### src/rtl/fifo_check_drain.sv
// fifo_check_drain: drains the shared fifo and checks each word against (k + t).
// FIFO_CHK_STALL_EN: optional every-8th-cycle read stall for backpressure tests.
module fifo_check_drain #(
  parameter int WIDTH = 8
) (
  input  logic             ap_clk,
  input  logic             ap_rst_n,
  input  logic [31:0]      size,
  input  logic [31:0]      times,
  output logic             fifo_rd_en,
  input  logic [WIDTH-1:0] fifo_rd_data,
  input  logic             fifo_empty,
  input  logic             ap_start,
  output logic             ap_idle,
  output logic             ap_ready,
  output logic             ap_done,
  output logic [31:0]      err_count,
  output logic             first_err_valid,
  output logic [31:0]      first_err_word,
  output logic [31:0]      first_err_pass,
  output logic [WIDTH-1:0] first_err_data
);

  typedef enum logic [1:0] {
    S_IDLE,
    S_RUN,
    S_FLUSH,
    S_DONE
  } state_t;

  state_t           state, state_n;
  logic [31:0]      size_q, times_q;
  logic [31:0]      word_idx, pass_idx;
  logic             cmp_valid;
  logic [WIDTH-1:0] cmp_exp;
  logic [31:0]      cmp_word, cmp_pass;
  logic             rd_ok;
  logic             last_word, last_pass;
  logic             mismatch;

`ifdef FIFO_CHK_STALL_EN
  logic [2:0] stall_cnt;

  always_ff @(posedge ap_clk or negedge ap_rst_n) begin
    if (!ap_rst_n) stall_cnt <= '0;
    else           stall_cnt <= stall_cnt + 3'd1;
  end

  assign rd_ok = !fifo_empty && (stall_cnt != 3'd7);
`else
  assign rd_ok = !fifo_empty;
`endif

  assign last_word = (word_idx == size_q - 32'd1);
  assign last_pass = (pass_idx == times_q - 32'd1);
  assign mismatch  = cmp_valid && (fifo_rd_data != cmp_exp);

  always_ff @(posedge ap_clk or negedge ap_rst_n) begin
    if (!ap_rst_n) state <= S_IDLE;
    else           state <= state_n;
  end

  always_comb begin
    state_n    = state;
    ap_idle    = 1'b0;
    ap_ready   = 1'b0;
    ap_done    = 1'b0;
    fifo_rd_en = 1'b0;
    unique case (state)
      S_IDLE: begin
        ap_idle = 1'b1;
        if (ap_start) begin
          ap_ready = 1'b1;
          if (size == 32'd0 || times == 32'd0) state_n = S_DONE;
          else                                 state_n = S_RUN;
        end
      end
      S_RUN: begin
        fifo_rd_en = rd_ok;
        if (rd_ok && last_word && last_pass) state_n = S_FLUSH;
      end
      S_FLUSH: state_n = S_DONE;
      S_DONE: begin
        ap_done = 1'b1;
        state_n = S_IDLE;
      end
      default: state_n = S_IDLE;
    endcase
  end

  // Nested word/pass counters; no size*times product needed.
  always_ff @(posedge ap_clk or negedge ap_rst_n) begin
    if (!ap_rst_n) begin
      size_q   <= '0;
      times_q  <= '0;
      word_idx <= '0;
      pass_idx <= '0;
    end else if (ap_ready) begin
      size_q   <= size;
      times_q  <= times;
      word_idx <= '0;
      pass_idx <= '0;
    end else if (fifo_rd_en) begin
      if (last_word) begin
        word_idx <= '0;
        pass_idx <= pass_idx + 32'd1;
      end else begin
        word_idx <= word_idx + 32'd1;
      end
    end
  end

  // Expectation travels with the read; data lands one cycle later.
  always_ff @(posedge ap_clk or negedge ap_rst_n) begin
    if (!ap_rst_n) begin
      cmp_valid <= 1'b0;
      cmp_exp   <= '0;
      cmp_word  <= '0;
      cmp_pass  <= '0;
    end else begin
      cmp_valid <= fifo_rd_en;
      cmp_exp   <= WIDTH'(word_idx + pass_idx);
      cmp_word  <= word_idx;
      cmp_pass  <= pass_idx;
    end
  end

  always_ff @(posedge ap_clk or negedge ap_rst_n) begin
    if (!ap_rst_n) begin
      err_count       <= '0;
      first_err_valid <= 1'b0;
      first_err_word  <= '0;
      first_err_pass  <= '0;
      first_err_data  <= '0;
    end else if (ap_ready) begin
      err_count       <= '0;
      first_err_valid <= 1'b0;
      first_err_word  <= '0;
      first_err_pass  <= '0;
      first_err_data  <= '0;
    end else if (mismatch) begin
      if (err_count != 32'hFFFF_FFFF) err_count <= err_count + 32'd1;
      if (!first_err_valid) begin
        first_err_valid <= 1'b1;
        first_err_word  <= cmp_word;
        first_err_pass  <= cmp_pass;
        first_err_data  <= fifo_rd_data;
      end
    end
  end

endmodule

### config.mk
export PLATFORM = sky130hd
export DESIGN_NAME = fifo_check_drain
export DESIGN_NICKNAME = d
export VERILOG_FILES = /design/src/rtl/fifo_check_drain.sv
export SDC_FILE = /design/constraint.sdc
export NUM_CORES = 1
export LEC_CHECK = 0
export BUFFER_PORTS_ARGS = -buffer_cell sky130_fd_sc_hd__buf_2
export CAP_MARGIN = 15
export CORE_MARGIN = 10
export CORE_UTILIZATION = 30
export CTS_BUF_LIST = sky130_fd_sc_hd__clkbuf_8 sky130_fd_sc_hd__clkbuf_16
export DETAILED_ROUTE_END_ITERATION = 10
export PLACE_DENSITY_LB_ADDON = 0.2
export SLEW_MARGIN = 20
export SYNTH_ARGS = -nofsm -noshare
export SYNTH_HDL_FRONTEND = slang
export SYNTH_SLANG_ARGS = --single-unit
export TNS_END_PERCENT = 30
### constraint.sdc
create_clock -name ap_clk -period 4.27 [get_ports ap_clk]
set_clock_uncertainty 0.05 [all_clocks]
set_input_delay 0 -clock ap_clk [delete_from_list [all_inputs] [get_ports ap_clk]]
set_output_delay 0 -clock ap_clk [all_outputs]
set_load 0.01 [all_outputs]
* Yosys cells after proc, flatten, opt, wreduce, memory -nomap -nowiden
Cells that the tools add are included.
Cells by class: $add $sub $neg 6, eq/ne operators 10, multiplexer cells 29, reductions and logical operators 16
Operator list (number):
- 32-bit 2-to-1 mux | 15
- 32-bit by 1-bit adder with 32-bit output, second input constant | 3
- 32-bit equality test | 2
- 32-bit zero test | 2
- 32-bit by 1-bit subtractor with 32-bit output, second input constant | 2
- 32-bit != test, second input constant | 1
- 8-bit 2-to-1 mux | 3
- 8-bit adder | 1
- 8-bit != test | 1
- 2-bit case mux with 4 select lines | 1
- 2-bit AND reduction | 4
- 2-bit nonzero test | 4
- 1-bit 2-to-1 mux | 7
- 2-bit 2-to-1 mux | 3
- 2-bit != test, second input constant | 3
- 2-bit equality test, second input constant | 2
- 1-bit logical AND | 3
- 2-bit by 1-bit equality test with 1-bit output, second input constant | 1
- 2-bit zero test | 1
- 1-bit zero test | 1
- 1-bit logical OR | 1
Word-level totals: bits in registers 308, bits of input ports 76, output and inout port bits 109, word-level logic and storage cells 75

* Logic depth before layout (Yosys ltp)
Gate-level depths: netlist of the first run.
word-level depth 6, gate-level depth with buffers 14

* Worst setup path before layout of the first run
Ideal clock, no wire load.
kind reg-to-reg, start point register size_q[0], end point register pass_idx[16], arrival 3124 ps, setup slack 1016 ps, cell stages (with the launch flop) 14, buffers on the path 2, period minus slack after synthesis 3254 ps, path through dfrtp_1 inv_1 ha_1 nor3b_2 nand4_2 nor4_1 o22ai_1 nor4_1 and4_1 buf_4 a21oi_4 buf_6 a2111oi_2 mux2i_1
Between the ends: word-level cells in the longest chain between the ends 4
RTL lines:
- start, declared | line 32 | logic [31:0] size_q, times_q;
- start signal, assigned | line 99 | size_q <= size;
- 32-bit by 1-bit subtractor with 32-bit output | line 54 | assign last_word = (word_idx == size_q - 32'd1);
- 32-bit equality test | line 54
- 2-bit nonzero test (no line)
- 2-bit AND reduction (no line)
- end signal, assigned | line 106 | pass_idx <= pass_idx + 32'd1;
- end, declared | line 33 | logic [31:0] word_idx, pass_idx;
Every way passes these cells. A chain may end at the register's enable or synchronous reset.

* Final worst setup path of the first run
start point register size_q[10], end point register pass_idx[16]
The elaborated chain is that of the path after synthesis.

==> impl_metrics.env, run 1 <==
export IMPL_gp_congestion=0.8482
export IMPL_cp_depth=10
export IMPL_yosys_area_top_type_share_pct=49.72
export IMPL_cts_sinks=308
export IMPL_routed_top_layer="met4"
export IMPL_area_growth_pct=23.33
export IMPL_fp_dieH_um=247.3
export IMPL_critPathSlowestCell="nor4_4"
export IMPL_swShare_pct=36.79
export IMPL_start_kind="flop"
export IMPL_crit_chain="nor3_2, nand2_1, or3_1, mux2_2, a31oi_4, nor4_4, a21oi_4, buf_12, a2111oi_2, mux2i_1"
export IMPL_finalSetupViolations=0
export IMPL_whs_ps=37.59
export IMPL_htree_levels=2
export IMPL_cp_required_ps=4700
export IMPL_crit_path_end_kind="flop"
export IMPL_gr_total_overflow=0
export IMPL_drt_iter0_drc=910
export IMPL_wl_met3_um=2586
export IMPL_grt_pass1_vias=13240
export IMPL_cts_setup_buffers=0
export IMPL_critical_path_class="reg2reg"
export IMPL_antenna_cells=0
export IMPL_finalHoldViolations=0
export IMPL_slew_viol_final=0
export IMPL_yosysMostFrequentCell="nand2_1"
export IMPL_syn_avg_cell_area_um2=9.161
export IMPL_ys_ff_latch=308
export IMPL_synth_area_leader_cell="dfrtp_1"
export IMPL_synthFlopType="dfrtp_1"
export IMPL_rr_endpoint="pass_idx[16]"
export IMPL_antenna_left=0
export IMPL_hold_class="in2async"
export IMPL_hpwlAfterDp_um=34630
export IMPL_cts_resized=0
export IMPL_maxCapViolations=0
export IMPL_ir_drop_mv=0.2197
export IMPL_grt_antenna_before_repair=0
export IMPL_vias_per_cell=5.099
export IMPL_cts_tree="done"
export IMPL_internal_power_mw=6.168
export IMPL_r2r_start="size_q[10]"
export IMPL_drt_pass1_iter_count=5
export IMPL_portBuffers=184
export IMPL_wl_met2_um=21440
export IMPL_fmax_mhz=263.7
export IMPL_worst_path_largest_cell_delay_ps=540
export IMPL_postCtsHoldBufs=74
export IMPL_multi_input_area_mm2=0.007274
export IMPL_period_minus_slack_ps=3792
export IMPL_clockBufferDepth=3
export IMPL_yosysSeqAreaShare_pct=49.72
export IMPL_synth_area_leaders="dfrtp_1 50%, nand2_1 9.5%, xnor2_1 4.1%"
export IMPL_seqPwrFrac_pct=40.3
export IMPL_regArea_mm2=0.007707
export IMPL_crit_family="simple AND/OR/NAND/NOR gates"
export IMPL_worst_slew_pin_slew_ps=839.6
export IMPL_ys_async_sr_fraction_pct=100.0
export IMPL_wl_per_cell_um=18.38
export IMPL_syn_nets=1785
export IMPL_fin_nets=2022
export IMPL_total_leakage_power_nw=8.708
export IMPL_syn_instance_count=1692
export IMPL_path_max_fanout=36
export IMPL_timing_final_crit_share_pct=88.81
export IMPL_critical_path_endpoint="pass_idx[16]"
export IMPL_path_buf_inv=1
export IMPL_arrival_ps=4220
export IMPL_cts_root_buf="clkbuf_16"
export IMPL_drive_gt1_share_pct=15.76
export IMPL_crit_start="size_q[10]"
export IMPL_routed_wl_um=48420
export IMPL_via_count=13430
export IMPL_chipWidth_um=247.3
export IMPL_switchingPower_mw=3.590
export IMPL_met1_length_um=23500
export IMPL_path_clk_slew_ps=60
export IMPL_grt_setup_unrepaired="no"
export IMPL_synth_cell_types=75
export IMPL_grt_pass1_wl_um=77380
export IMPL_grt_max_degree=150
export IMPL_status="finished clean"
export IMPL_fin_setup_tns_ps=0
export IMPL_ys_top_cells_by_count="391 x nand2_1, 308 x dfrtp_1, 107 x a21oi_1"
export IMPL_synth_edf_count=0
export IMPL_core_area_mm2=0.05120
export IMPL_grtUsageTotal_pct=15.80
export IMPL_worst_r2r_cell_count=10
export IMPL_yosysWarnings=0
export IMPL_io_pins=185
export IMPL_dieArea_mm2=0.06116
export IMPL_pwr_share_clk_pct=30.9
export IMPL_synth_area_mm2=0.01550
export IMPL_clock_latency_ps=550
export IMPL_slew_headroom_pct=44.03
export IMPL_power_frac_comb_pct=28.9
export IMPL_cts_buffers=35
export IMPL_r2r_slack_ps=480
export IMPL_fill_cells=5207
export IMPL_initial_utilization_pct=30.28
export IMPL_placementRows=83
export IMPL_power_density_mw_per_mm2=510.5
export IMPL_drc_errors=0
-- metrics by stage --
step           power [mW]  worst slack [ps]  instances  instance area, um^2  utilization (%)
6_report            9.759             477.9       2634                19120            37.34
5_1_grt             10.42             226.2       2634                19120            37.34
4_1_cts             9.885             474.4       2634                19120            37.34
3_5_place_dp        6.755             468.5       2498                17220            33.64
3_3_place_gp        6.709             580.2       2498                17220            33.64
2_1_floorplan       5.831              1016       1692                15500                -
-- metal layers --
layer  up-vias  track usage, %
li1       6488               -
met3        58           2.816
met2       325           24.27
met4         0           3.873
met1      6561           22.61
met5         -               0
-- placed cells by master (no fill, tap or decap), types with 9 or more instances in the layout --
cell type	n
clkbuf_16	36
xor2_1	38
and4_1	10
and3_1	33
ha_1	16
o211ai_1	32
dlygate4sd3_1	74
buf_2	183
a21oi_1	107
nor4_1	44
o21ai_0	40
nor3_1	32
nand4b_1	9
nand3_1	47
nand3b_1	12
or4_1	32
nand2_1	390
and2_1	9
a31oi_1	53
dfrtp_1	308
inv_1	47
o31ai_1	11
nand2b_1	14
nor2_1	72
xnor2_1	72
buf_4	28
clkbuf_8	9
or3_1	24
nand4_1	43
-- power groups by stage --
| stage | clock network [mW] | logic (mW) | registers (mW) |
|---|---|---|---|
| floorplan | 0 | 2.11 | 3.72 |
| global placement | 0 | 2.75 | 3.96 |
| detailed placement | 0 | 2.78 | 3.98 |
| CTS | 3.12 | 2.84 | 3.93 |
| global route | 3.22 | 3.19 | 4.01 |
| finish | 3.01 | 2.82 | 3.93 |
-- worst register-to-register path: cells and delay by family (launching register included) --
kind	cells	cell delay (ps)
simple gates	4	1660
compound gates	3	820
mux	2	480
flops	1	450
buf+inv	1	260
-- area by class of cell --
| type | instances | share of cell area [%] |
|---|---|---|
| Sequential cell | 308 | 40.32 |
| Multi-Input combinational cell | 1250 | 38.05 |
| Timing Repair Buffer | 290 | 10.26 |
| Clock buffer | 45 | 5.360 |
| Tap cell | 680 | 4.451 |
| Inverter | 44 | 0.8901 |
| Clock inverter | 17 | 0.6676 |
-- logic make-up after synthesis --
kind of cell               after synthesis  synth area share (%)
and+or+nand+nor                        821                 26.71
DFF                                    308                 49.72
AOI/OAI and AO/OA                      291                 11.74
buffers and inverters                  134                 3.463
xor gates and xnor gates               110                 6.215
adders and majority gates               17                 1.421
muxes                                   11                0.7345
-- flip-flops by register name (all words and copies together), names as in the netlist --
signal and count:
state 2, word_idx 32, cmp_pass 32, pass_idx 32, cmp_valid 1, size_q 32, first_err_valid 1, first_err_word 32
err_count 32, cmp_exp 8, cmp_word 32, times_q 32, first_err_data 8, first_err_pass 32
-- worst min path at each step --
stage,start,endpoint,slack (ps),cells after the start
after floorplan,ap_rst_n,cmp_exp[0],-350,0
after global placement,ap_rst_n,first_err_pass[4],60,1
after detailed placement,ap_rst_n,err_count[2],70,1
after CTS,ap_rst_n,err_count[0],80,2
after global routing,ap_rst_n,err_count[2],100,2
final,ap_rst_n,err_count[2],40,2
No activity file was read; power rests on OpenSTA's default activity.
==> inputs of run 2 (changes only) <==
- ABC_AREA: unset -> 1
- SKIP_LAST_GASP: unset -> 1
==> impl_metrics.env, run 2 <==
export IMPL_path_clk_slew_ps=60
export IMPL_ys_async_sr_fraction_pct=100.0
export IMPL_syn_instance_count=2072
export IMPL_fill_cells=5582
export IMPL_clockBufferDepth=3
export IMPL_core_area_mm2=0.05413
export IMPL_fmax_mhz=312.6
export IMPL_fin_setup_tns_ps=0
export IMPL_power_density_mw_per_mm2=530.3
export IMPL_synth_area_mm2=0.01648
export IMPL_grt_max_degree=123
export IMPL_timing_final_crit_share_pct=74.92
export IMPL_ys_top_cells_by_count="481 x nand2_1, 308 x dfrtp_1, 238 x inv_1"
export IMPL_fin_nets=2406
export IMPL_yosys_area_top_type_share_pct=46.77
export IMPL_fp_dieH_um=254.4
export IMPL_io_pins=185
export IMPL_syn_nets=2165
export IMPL_chipWidth_um=254.4
export IMPL_multi_input_area_mm2=0.007543
export IMPL_synth_area_leaders="dfrtp_1 47%, nand2_1 11%, inv_1 5.4%"
export IMPL_syn_avg_cell_area_um2=7.954
export IMPL_grt_pass1_wl_um=81250
export IMPL_cts_root_buf="clkbuf_16"
export IMPL_ys_ff_latch=308
export IMPL_grt_antenna_before_repair=1
export IMPL_finalSetupViolations=0
export IMPL_placementRows=85
export IMPL_drive_gt1_share_pct=15.21
export IMPL_grt_setup_unrepaired="no"
export IMPL_via_count=14250
export IMPL_synth_cell_types=43
export IMPL_mostFrequentLayoutCell="nand2_1"
export IMPL_gr_total_overflow=0
export IMPL_grt_pass1_vias=14200
export IMPL_htree_levels=2
export IMPL_cts_tree="done"
export IMPL_synth_area_leader_cell="dfrtp_1"
export IMPL_wl_per_cell_um=16.89
export IMPL_regArea_mm2=0.007707
export IMPL_initial_utilization_pct=30.44
export IMPL_slew_headroom_pct=40.58
export IMPL_hold_class="in2async"
export IMPL_portBuffers=184
export IMPL_status="finished with violations"
export IMPL_cp_required_ps=4220
export IMPL_yosysWarnings=0
export IMPL_fin_util_pct=37.27
export IMPL_violations="negative hold slack"
export IMPL_finalHoldViolations=2
export IMPL_whs_ps=-2.455
export IMPL_drc_errors=0
export IMPL_path_max_fanout=93
export IMPL_period_minus_slack_ps=3199
export IMPL_critical_path_class="reg2out"
export IMPL_slew_viol_final=0
export IMPL_cts_sinks=308
export IMPL_worst_slew_pin_slew_ps=891.3
export IMPL_yosysSeqAreaShare_pct=46.77
export IMPL_cts_buffers=38
export IMPL_grtUsageTotal_pct=15.84
export IMPL_yosysMostFrequentCell="nand2_1"
export IMPL_drt_pass1_iter_count=5
export IMPL_vias_per_cell=4.693
export IMPL_antenna_left=0
export IMPL_dieArea_mm2=0.06471
export IMPL_antenna_cells=0
export IMPL_synth_edf_count=0
export IMPL_synthFlopType="dfrtp_1"
export IMPL_maxCapViolations=0
export IMPL_drt_iter0_drc=973
export IMPL_hpwlAfterDp_um=38650
export IMPL_clock_latency_ps=560
export IMPL_total_leakage_power_nw=9.219
export IMPL_worst_r2r_cell_count=17
export IMPL_area_growth_pct=22.41
export IMPL_crit_path_end_kind="primary output"
export IMPL_routed_wl_um=51300
export IMPL_start_kind="flop"
export IMPL_arrival_ps=3150
export IMPL_ir_drop_mv=0.2210
export IMPL_gp_congestion=0.9167
export IMPL_layout_common_cells="480 x nand2_1, 308 x dfrtp_1, 242 x inv_1"
[run 2: cell types whose count changed after synthesis, sizes merged, moves of 32 or more]
cell    delta
xor2      +54
or4       -33
nor2     +139
nand2    +110
o21ai    +146
nand3     +89
inv      +201
a31oi     -53
o211ai    -32
a21oi     -88
[run 2: what timing repair did]
| item | in CTS | in global routing |
|---|---|---|
| buffers inserted | 0 | 0 |
| hold buffers | 75 | 0 |
| hold endpoints to repair | 172 | 0 |
| resized for setup | 0 | 0 |
[run 2: routing by layer]
metal | global-route usage (%) | wire length [um]
met4 | 4.566 | 1245
met3 | 3.003 | 2780
met5 | 0 | 7
met1 | 23.11 | 25690
met2 | 23.28 | 21580
[run 2: path summary, 6_finish.rpt]
kind	start	slack (ps)	end
max	state[1]	1070	ap_ready
min	ap_rst_n	-2	err_count[30]
max reg2reg	times_q[0]	1090	state[0]
min reg2reg	cmp_pass[14]	430	first_err_pass[14]
max in group asynchronous	ap_rst_n	2940	times_q[15]
min in group ap_clk	size[24]	140	size_q[24]
[run 2: area by class of cell]
cell class / count / area share (%)
clock inverter: 22 / 1.085
clock buffer: 46 / 5.315
inverter: 247 / 4.608
multi-input combinational: 1445 / 37.39
timing repair buffer: 273 / 9.080
sequential: 308 / 38.20
tap: 696 / 4.317
[run 2: critical path: stages (launching register included)]
cell and delay, ps:
dfrtp_1 420, inv_1 100, ha_1 250, nand2_4 260, inv_4 470, buf_4 760
buf_2 270
[run 2: stage by stage]
| step | area [um^2] | setup slack [ps] | power [mW] | std cells |
|---|---|---|---|---|
| 2_1_floorplan | 16480 | 1790 | 6.263 | 2072 |
| 3_3_place_gp | 18100 | 1104 | 7.327 | 2893 |
| 3_5_place_dp | 18100 | 1037 | 7.360 | 2893 |
| 4_1_cts | 20150 | 984.8 | 10.81 | 3036 |
| 5_1_grt | 20170 | 724.0 | 11.50 | 3037 |
| 6_report | 20170 | 1071 | 10.70 | 3037 |
[run 2: logic make-up (layout without fill, tap and decap cells)]
| family | after synthesis | after routing | share of synthesized area, % |
|---|---|---|---|
| simple gates | 1025 | 1025 | 27.40 |
| buf+inv | 319 | 588 | 7.577 |
| flops | 308 | 308 | 46.77 |
| compound gates | 248 | 248 | 8.678 |
| xor+xnor | 154 | 154 | 8.184 |
| fa+ha+maj | 17 | 17 | 1.336 |
| mux | 1 | 1 | 0.06074 |
[run 2: where the power goes]
group          switching, mW  internal [mW]
Sequential             0.588           3.40
Combinational           2.24           1.15
Clock                   1.29           2.02
Total                   4.12           6.58
==> inputs of run 3 (changes only) <==
- ABC_AREA: 1 -> 0
- clock period: 4.27 -> 3.1 ns (I/O delays scaled with it)
==> impl_metrics.env, run 3 (same netlist as run 1, synthesis figures left out) <==
export IMPL_status="finished with violations"
export IMPL_violations="negative hold slack, negative setup slack"
export IMPL_cp_common_cell="nor4_4"
export IMPL_portBuffers=184
export IMPL_mostFrequentLayoutCell="nand2_1"
export IMPL_gp_congestion=0.8910
export IMPL_vias_per_cell=5.046
export IMPL_cts_buffers=36
export IMPL_cp_required_ps=3520
export IMPL_critical_path_class="reg2reg"
export IMPL_worst_path_largest_cell_delay_ps=390
export IMPL_grt_pass1_wl_um=80190
export IMPL_critPathSlowestCell="dfrtp_1"
export IMPL_ir_drop_mv=0.3224
export IMPL_path_max_fanout=8
export IMPL_core_area_mm2=0.05120
export IMPL_hpwlAfterDp_um=37040
export IMPL_crit_path_end_kind="flop"
export IMPL_fin_nets=2196
export IMPL_period_minus_slack_ps=3269
export IMPL_clockBufferDepth=3
export IMPL_arrival_ps=3690
export IMPL_drt_iter0_drc=938
export IMPL_finalSetupViolations=58
export IMPL_grt_pass1_vias=14180
export IMPL_start_kind="flop"
export IMPL_io_pins=185
export IMPL_dieArea_mm2=0.06116
export IMPL_fmax_mhz=305.9
export IMPL_crit_chain="buf_6, nor4_4, nand3_4, or3_4, mux2_4, a31oi_4, nor4_4, a21oi_4, buf_8, or3b_4, a31oi_2"
export IMPL_slew_viol_final=0
export IMPL_final_area_mm2=0.02111
export IMPL_worst_slew_pin_slew_ps=836.9
export IMPL_via_count=14180
export IMPL_fin_setup_tns_ps=-4745
export IMPL_cts_sinks=308
export IMPL_whs_ps=-24.59
export IMPL_grt_max_degree=81
export IMPL_total_leakage_power_nw=9.767
export IMPL_path_buf_inv=2
export IMPL_drc_errors=0
export IMPL_antenna_left=0
export IMPL_maxCapViolations=0
export IMPL_worst_slack_ps=-168.7
export IMPL_power_density_mw_per_mm2=727.2
export IMPL_timing_final_crit_share_pct=105.4
export IMPL_fp_dieH_um=247.3
export IMPL_dp_worst_setup_slack_ps=-327.8
export IMPL_finalHoldViolations=7
export IMPL_gr_total_overflow=0
export IMPL_area_growth_pct=36.18
export IMPL_grt_antenna_before_repair=1
export IMPL_layout_common_cells="383 x nand2_1, 305 x dfrtp_1, 183 x buf_2"
export IMPL_wl_per_cell_um=18.28
export IMPL_crit_family="simple AND/OR/NAND/NOR gates"
export IMPL_drt_pass1_iter_count=5
export IMPL_power_mw=15.35
export IMPL_hold_class="in2async"
export IMPL_fill_cells=5064
export IMPL_slew_headroom_pct=44.20
export IMPL_htree_levels=2
export IMPL_drive_gt1_share_pct=25.79
export IMPL_cts_tree="done"
export IMPL_placementRows=83
export IMPL_routed_wl_um=51360
export IMPL_clock_latency_ps=560
export IMPL_grtUsageTotal_pct=16.32
export IMPL_cts_root_buf="clkbuf_16"
export IMPL_path_clk_slew_ps=60
export IMPL_dpl_instance_area_mm2=0.01834
export IMPL_chipWidth_um=247.3
export IMPL_initial_utilization_pct=30.28
export IMPL_grt_setup_unrepaired="yes"
run 3: power by group:
part           internal, mW  switching [mW]  total (mW)  leakage, nW
Sequential             4.55           0.575        5.12         4.19
Clock                  2.68            1.77        4.45        0.634
Combinational          2.62            3.16        5.78         4.95
Total                  9.85            5.50        15.3         9.77
run 3: final timing paths:
path	startpoint	end	slack [ps]	cells past startpoint
max reg2reg	size_q[3]	word_idx[24]	-170	11
min reg2reg	word_idx[31]	cmp_word[31]	440	0
max in group asynchronous	ap_rst_n	pass_idx[5]	2140	3
max	size_q[3]	word_idx[24]	-170	11
min in group ap_clk	times[27]	times_q[27]	140	4
min	ap_rst_n	err_count[3]	-20	2
run 3: worst reg2reg max path, delay by kind of cell, from the launching register on:
family	cells	cell delay [ps]
muxes	1	320
buffers and inverters	2	320
AOI/OAI and AO/OA	3	760
DFF	1	390
and+or+nand+nor	5	1360
run 3: area by class of cell:
cell class	instances	area (um^2)	share of cell area [%]
clock buffer	43	1020	4.831
timing repair buffer	463	3422	16.21
multi-input combinational	1250	7712	36.54
inverter	44	170.2	0.8061
sequential	308	7711	36.53
clock inverter	21	220.2	1.043
tap	680	850.8	4.031
antenna	1	2.502	0.01185
run 3: repair_timing:
item	CTS	global route
endpoints found under the hold margin	324	0
pin swaps	21	66
resized for setup	28	76
hold buffers	74	0
setup endpoints to repair	66	67
buffers inserted	12	17
gates cloned	0	4
run 3: routing by layer:
layer | GRT usage (%) | wire length [um]
met1 | 23.13 | 24310
met3 | 2.795 | 2620
met4 | 4.285 | 1022
met5 | 0 | 0
met2 | 25.28 | 23410
run 3: through the flow:
| step | hold WS [ps] | util (%) | std cells |
|---|---|---|---|
| floorplan | -345.6 | - | 1692 |
| global placement | 3.903 | 35.82 | 2638 |
| detailed placement | 3.483 | 35.82 | 2638 |
| CTS | 4.766 | 40.13 | 2788 |
| global route | 23.07 | 41.23 | 2810 |
| finish | -24.59 | 41.23 | 2810 |
